[src/rtl/fetch_queue_pkg.sv]
// -----------------------------------------------------------------------------
// fetch_queue_pkg
// Shared definitions for the instruction fetch queue: the default queue depth,
// the word width used for both PC and instruction, and the entry record that
// is stored per queue slot.
// -----------------------------------------------------------------------------
package fetch_queue_pkg;

    localparam int FQ_DEFAULT_DEPTH = 4;
    localparam int FQ_WORD_W        = 32;

    typedef struct packed {
        logic [FQ_WORD_W-1:0] addr;
        logic [FQ_WORD_W-1:0] instruction;
    } fq_entry_t;

endpackage

[src/rtl/fetch_queue_if.sv]
// -----------------------------------------------------------------------------
// fetch_queue_if
// Bundle of the fetch-side push port, the decode-side pop port, the flush
// redirect and the occupancy count.
//
// Handshake rule (both ports): a transfer happens on a rising clock edge where
// valid and ready are both 1 and flush is 0. The producer must hold valid and
// its payload stable until it is accepted; ready never depends combinationally
// on the partner's valid (in_ready depends only on count, out_valid only on
// count).
//
// Modports:
//   master : fetch/decode environment (drives in_*, flush, out_ready)
//   slave  : the queue (drives in_ready, out_*, count)
// -----------------------------------------------------------------------------
interface fetch_queue_if
    import fetch_queue_pkg::*;
#(
    parameter int AW = 2
);

    logic                 in_valid;
    logic [FQ_WORD_W-1:0] in_addr;
    logic [FQ_WORD_W-1:0] in_instruction;
    logic                 in_ready;
    logic                 flush;
    logic                 out_valid;
    logic [FQ_WORD_W-1:0] out_addr;
    logic [FQ_WORD_W-1:0] out_instruction;
    logic                 out_ready;
    logic [AW:0]          count;

    modport master (
        output in_valid, in_addr, in_instruction, flush, out_ready,
        input  in_ready, out_valid, out_addr, out_instruction, count
    );

    modport slave (
        input  in_valid, in_addr, in_instruction, flush, out_ready,
        output in_ready, out_valid, out_addr, out_instruction, count
    );

endinterface

[src/rtl/fq_ptr.sv]
// -----------------------------------------------------------------------------
// fq_ptr
// Wrapping AW-bit queue pointer. Wrap from DEPTH-1 to 0 falls out of the
// natural AW-bit overflow because DEPTH == 2**AW.
//
// Ports:
//   clk_i  : clock
//   rst_ni : asynchronous active-low reset (pointer -> 0)
//   inc_i  : advance pointer by one
//   clr_i  : return pointer to 0; wins over inc_i
//   ptr_o  : current pointer value
// -----------------------------------------------------------------------------
module fq_ptr #(
    parameter int AW = 2
) (
    input  logic          clk_i,
    input  logic          rst_ni,
    input  logic          inc_i,
    input  logic          clr_i,
    output logic [AW-1:0] ptr_o
);

    logic [AW-1:0] ptr_q;
    logic [AW-1:0] ptr_d;

    always_comb begin
        ptr_d = ptr_q;
        if (clr_i) begin
            ptr_d = '0;
        end else if (inc_i) begin
            ptr_d = ptr_q + AW'(1);
        end
    end

    always_ff @(posedge clk_i or negedge rst_ni) begin
        if (!rst_ni) begin
            ptr_q <= '0;
        end else begin
            ptr_q <= ptr_d;
        end
    end

    assign ptr_o = ptr_q;

endmodule

[src/rtl/fetch_queue.sv]
// -----------------------------------------------------------------------------
// fetch_queue
// Small FIFO between the fetch stage and decode. Holds {PC, instruction}
// records, delivers them in push order, and can be emptied in one cycle by a
// flush from a jump or taken branch.
//
// Ports:
//   clk_i  : clock, all state updates on the rising edge
//   rst_ni : asynchronous active-low reset; clears count and pointers
//   bus    : fetch_queue_if.slave (push port, pop port, flush, count)
//
// Behaviour notes:
//   - in_ready is derived from count only, so a pop in the same cycle as a
//     full queue does not let a push in; the freed slot is usable next cycle.
//   - No bypass: a pushed entry reaches the head one cycle after its push.
//   - Storage is not reset; only count and pointers define what is valid.
// -----------------------------------------------------------------------------
module fetch_queue
    import fetch_queue_pkg::*;
#(
    parameter int DEPTH = FQ_DEFAULT_DEPTH,
    parameter int AW    = $clog2(DEPTH)
) (
    input  logic              clk_i,
    input  logic              rst_ni,
    fetch_queue_if.slave      bus
);

    localparam logic [AW:0] COUNT_FULL = (AW+1)'(DEPTH);
    localparam logic [AW:0] COUNT_ONE  = (AW+1)'(1);

    logic          in_ready_w;
    logic          out_valid_w;
    logic          push;
    logic          pop;
    logic [AW-1:0] wr_ptr;
    logic [AW-1:0] rd_ptr;
    logic [AW:0]   count_q;
    logic [AW:0]   count_d;
    fq_entry_t     mem_q [DEPTH];
    fq_entry_t     head;

    assign in_ready_w  = (count_q < COUNT_FULL);
    assign out_valid_w = (count_q != '0);

    // Flush suppresses both handshakes so neither pointer nor storage moves.
    assign push = bus.in_valid  & in_ready_w  & ~bus.flush;
    assign pop  = bus.out_ready & out_valid_w & ~bus.flush;

    always_comb begin
        count_d = count_q;
        if (bus.flush) begin
            count_d = '0;
        end else if (push && !pop) begin
            count_d = count_q + COUNT_ONE;
        end else if (pop && !push) begin
            count_d = count_q - COUNT_ONE;
        end
    end

    always_ff @(posedge clk_i or negedge rst_ni) begin
        if (!rst_ni) begin
            count_q <= '0;
        end else begin
            count_q <= count_d;
        end
    end

    fq_ptr #(.AW(AW)) u_wr_ptr (
        .clk_i  (clk_i),
        .rst_ni (rst_ni),
        .inc_i  (push),
        .clr_i  (bus.flush),
        .ptr_o  (wr_ptr)
    );

    fq_ptr #(.AW(AW)) u_rd_ptr (
        .clk_i  (clk_i),
        .rst_ni (rst_ni),
        .inc_i  (pop),
        .clr_i  (bus.flush),
        .ptr_o  (rd_ptr)
    );

    always_ff @(posedge clk_i) begin
        if (push) begin
            mem_q[wr_ptr] <= '{addr: bus.in_addr, instruction: bus.in_instruction};
        end
    end

    assign head = mem_q[rd_ptr];

    assign bus.in_ready        = in_ready_w;
    assign bus.out_valid       = out_valid_w;
    assign bus.out_addr        = head.addr;
    assign bus.out_instruction = head.instruction;
    assign bus.count           = count_q;

endmodule
[src/flat_wrapper.sv]
// flat-port wrapper written by rule: the top's interface ports become plain ports
module fetch_queue_flat import fetch_queue_pkg::*;
#(
    parameter int DEPTH = FQ_DEFAULT_DEPTH,
    parameter int AW    = $clog2(DEPTH)
)
  (clk_i, rst_ni, bus_in_valid, bus_in_addr, bus_in_instruction, bus_flush, bus_out_ready, bus_in_ready, bus_out_valid, bus_out_addr, bus_out_instruction, bus_count);
  fetch_queue_if #(.AW(AW)) bus_i ();
  input  logic clk_i;
  input  logic rst_ni;
  input wire logic [$bits(bus_i.in_valid)-1:0] bus_in_valid;
  input wire logic [$bits(bus_i.in_addr)-1:0] bus_in_addr;
  input wire logic [$bits(bus_i.in_instruction)-1:0] bus_in_instruction;
  input wire logic [$bits(bus_i.flush)-1:0] bus_flush;
  input wire logic [$bits(bus_i.out_ready)-1:0] bus_out_ready;
  output wire logic [$bits(bus_i.in_ready)-1:0] bus_in_ready;
  output wire logic [$bits(bus_i.out_valid)-1:0] bus_out_valid;
  output wire logic [$bits(bus_i.out_addr)-1:0] bus_out_addr;
  output wire logic [$bits(bus_i.out_instruction)-1:0] bus_out_instruction;
  output wire logic [$bits(bus_i.count)-1:0] bus_count;
  assign bus_i.in_valid = bus_in_valid;
  assign bus_i.in_addr = bus_in_addr;
  assign bus_i.in_instruction = bus_in_instruction;
  assign bus_i.flush = bus_flush;
  assign bus_i.out_ready = bus_out_ready;
  assign bus_in_ready = bus_i.in_ready;
  assign bus_out_valid = bus_i.out_valid;
  assign bus_out_addr = bus_i.out_addr;
  assign bus_out_instruction = bus_i.out_instruction;
  assign bus_count = bus_i.count;
  fetch_queue #(.DEPTH(DEPTH), .AW(AW)) u_core (.clk_i(clk_i), .rst_ni(rst_ni), .bus(bus_i));
endmodule
[config.mk]
export PLATFORM = sky130hd
export DESIGN_NAME = fetch_queue_flat
export DESIGN_NICKNAME = d
export VERILOG_FILES = /design/src/rtl/fetch_queue_pkg.sv /design/src/rtl/fetch_queue_if.sv /design/src/rtl/fq_ptr.sv /design/src/rtl/fetch_queue.sv /design/src/flat_wrapper.sv
export SDC_FILE = /design/constraint.sdc
export NUM_CORES = 1
export LEC_CHECK = 0
export BUFFER_PORTS_ARGS = -buffer_cell sky130_fd_sc_hd__buf_2
export CORE_UTILIZATION = 50
export DETAILED_ROUTE_END_ITERATION = 10
export HOLD_SLACK_MARGIN = 0.1
export PLACE_DENSITY = 0.74
export SYNTH_ARGS = -nofsm -noshare
export SYNTH_HDL_FRONTEND = slang
export SYNTH_SLANG_ARGS = --single-unit
[constraint.sdc]
create_clock -name clk_i -period 3 [get_ports clk_i]
set_input_delay 0.3 -clock clk_i [delete_from_list [all_inputs] [get_ports clk_i]]
set_output_delay 0.3 -clock clk_i [all_outputs]
set_load 0.02 [all_outputs]
==> results.cfg <==
[power]
p_per_area_nw_per_um2 = 768
cellLeakagePower_uw = 0.00419
ir_worst_vdd_mv = 0.558

[grt]
top_usage_layer = met2
grt_use_met2_pct = 32.3
antenna_found_initial = 2
grt_use_met3_pct = 4.42
grt-ovfl-total = 0
grt_max_degree = 36
grt_pass1_vias = 5222
grt_pass1_wl_mm = 28.8
grtUsageTotal_pct = 19.3
gr-usage-met1_pct = 25.4

[detailed_routing]
drcViolationCount = 0
viasPerCell = 5.32
wire_per_inst_um = 20.4
first_pass_iters = 4
routed_wl_mm = 18.3
drtIter0Drc = 282
ant_nets = 0
vias = 4769

[placement]
place_area_sq_um = 10800
dp_hpwl_mm = 11.3
gp_congestion = 0.745
io_buffer_count = 137

[floorplanning]
ios = 138
core_sq_um = 18900
dieArea_sq_um = 20100
die_w_um = 142
start_util_pct = 51.7
die_h_um = 142
num_rows = 50

[clocking]
clock_path_buffers = 3
numCtsBuffers = 26
worst_skew_pair.late_latency_ns = 0.51
path_clk_slew_ns = 0.06
cts_tree = built
htree_levels = 1
root_buffer = clkbuf_16
clkSinkCount = 263
cts_resized = 0

[synth]
synth_area_leaders = edfxtp_1 (79%), mux4_2 (15%), dfrtp_1 (1.8%)
yosys.area_share.simple_pct = 1.31
synth_xor_area_share_pct = 0.538
synth_top_family_by_area = multiplexers
syn_inst = 391
synth.cell_area_sq_um = 9760
synthAdderAreaFrac_pct = 0.718
yosysWarnings = 0
synth_seq_cells = 263
synth_top_area_share_pct = 78.8
yosysTopAreaCell = edfxtp_1
synth_compound_area_share_pct = 0.667
syn_area_per_cell_sq_um = 25.0
syn-num-nets = 465
yosysUniqueCellTypes = 30
synth_mux_area_share_pct = 14.8
ys_seq_area_share_pct = 80.6

[job]
cap_violations = 0

[hold_path]
min_path_type = in -> async

[sta]
period_needed_ns = 2.58
max_freq_ghz = 0.388
setup_viol = 0
min_period_over_period_pct = 86.0
relSlewSlack_pct = 62.6
rsz0062_at_grt = no
tightest_slew_ns = 0.562
skew_ns = 0.00498
setup_tns_ns = 0
final_max_slew_viol_count = 0
hold_violations = 0

[worst_setup_path]
ff2ff_setup_slack_ns = 0.83
setup.worst_path.end = bus_out_addr[11]
crit_type = reg -> out
startpoint_type = flip-flop
r2r_end = u_core.mem_q[0][10]
end_kind = output pin
r2r_cells = 4
r2r-start = u_core.bus.count[2]
startpoint = u_core.u_rd_ptr.ptr_o[0]
worstPathRequired_ns = 2.70
worstPathArrival_ns = 2.28
cp_max_fo = 25

[finish]
nNetsFinal = 690
syn_to_final_growth_pct = 26.3
fillers = 1277
stdcell_area_sq_um = 12300
seq_area_sq_um = 7870
multi_input_area_sq_um = 1770
utilization_pct = 65.2
drive_above_1_share_pct = 40.3

[run_status]
status = finished clean
==> sequential cells by signal, summed over array words and instances, names as in the netlist <==
signal	cells
u_core.u_rd_ptr.ptr_o	2
u_core.bus.count	3
u_core.mem_q	256
u_core.u_wr_ptr.ptr_o	2
==> logic make-up after synthesis <==
group	Yosys count
buf+inv	22
simple gates	22
compound gates	9
flops	263
mux	64
xor+xnor	6
fa+ha+maj	5
==> timing repair <==
item	CTS	global route
hold buffers	66	0
hold endpoints to repair	270	0
buffers inserted	0	0
==> placed cells by master (no fill, tap or decap), types with 7 or more instances in the layout <==
| cell | instances |
|---|---|
| buf_12 | 7 |
| buf_2 | 137 |
| clkbuf_1 | 8 |
| clkbuf_16 | 27 |
| dlygate4sd3_1 | 66 |
| edfxtp_1 | 256 |
| mux4_2 | 64 |
| nor2_1 | 7 |
==> cell usage after synthesis <==
master and count:
edfxtp_1 256, mux4_2 64, dfrtp_1 7, nor2_1 7, buf_6 6, and2_1 5, buf_2 5, inv_1 5
clkbuf_1 4, ha_1 4, xnor2_1 3, xor2_1 3, a311oi_1 2, a31oi_1 2, buf_4 2, nand3_1 2
a211o_1 1, a211oi_1 1, a21oi_1 1, a2bb2oi_1 1, fa_1 1, nand2_1 1, nand2_2 1, nor2_2 1
nor2b_1 1, nor2b_4 1, nor3_1 1, o21ai_0 1, or2b_1 1, or3_4 1
==> per-stage QoR <==
stage / instances / hold slack, ns / power [uW] / setup WS [ns]
after global routing: 896 / 0.179 / 9840 / 0.264
after floorplan: 391 / 0.00441 / 5780 / 0.0670
final: 896 / 0.159 / 9470 / 0.420
after CTS: 895 / 0.136 / 9560 / 0.339
after detailed placement: 782 / 0.155 / 6400 / 0.744
after global placement: 782 / 0.151 / 6350 / 0.894
==> report_power, final <==
part / internal (uW) / switching [uW]
combinational: 895 / 1040
clock: 1860 / 1250
sequential: 4250 / 160
total: 7010 / 2450
==> area by class of cell <==
class                   count  share of cell area (%)
diodes                      1                  0.0203
clock buffers              37                    5.95
clock inverters            10                   0.761
inverters                   5                   0.152
multi-input cells         106                    14.3
flip-flops and latches    263                    63.8
well taps                 260                    2.64
repair buffers            214                    12.3
==> how the worst min path moves through the flow <==
stage                     startpoint                   to  slack (ns)
after floorplan               rst_ni  u_core.bus.count[0]       0.004
after global placement        rst_ni  u_core.bus.count[2]        0.15
after detailed placement      rst_ni  u_core.bus.count[2]        0.15
after CTS                     rst_ni  u_core.bus.count[2]        0.14
after global routing          rst_ni  u_core.bus.count[2]        0.18
final                         rst_ni  u_core.bus.count[2]        0.16
==> layer usage <==
layer  up-vias  share of wire (%)  routed length, um
li1       2113                  -                  -
met1      2438                 41               7500
met2       180                 50               9200
met3        36                6.6               1200
met4         2                2.2                396
met5         -              0.044                  8
==> worst max-delay path: stages (launching register included) <==
cell,delay [ns]
dfrtp_4,0.72
buf_12,0.29
mux4_2,0.57
buf_2,0.18
(Power assumes the default switching activity.)
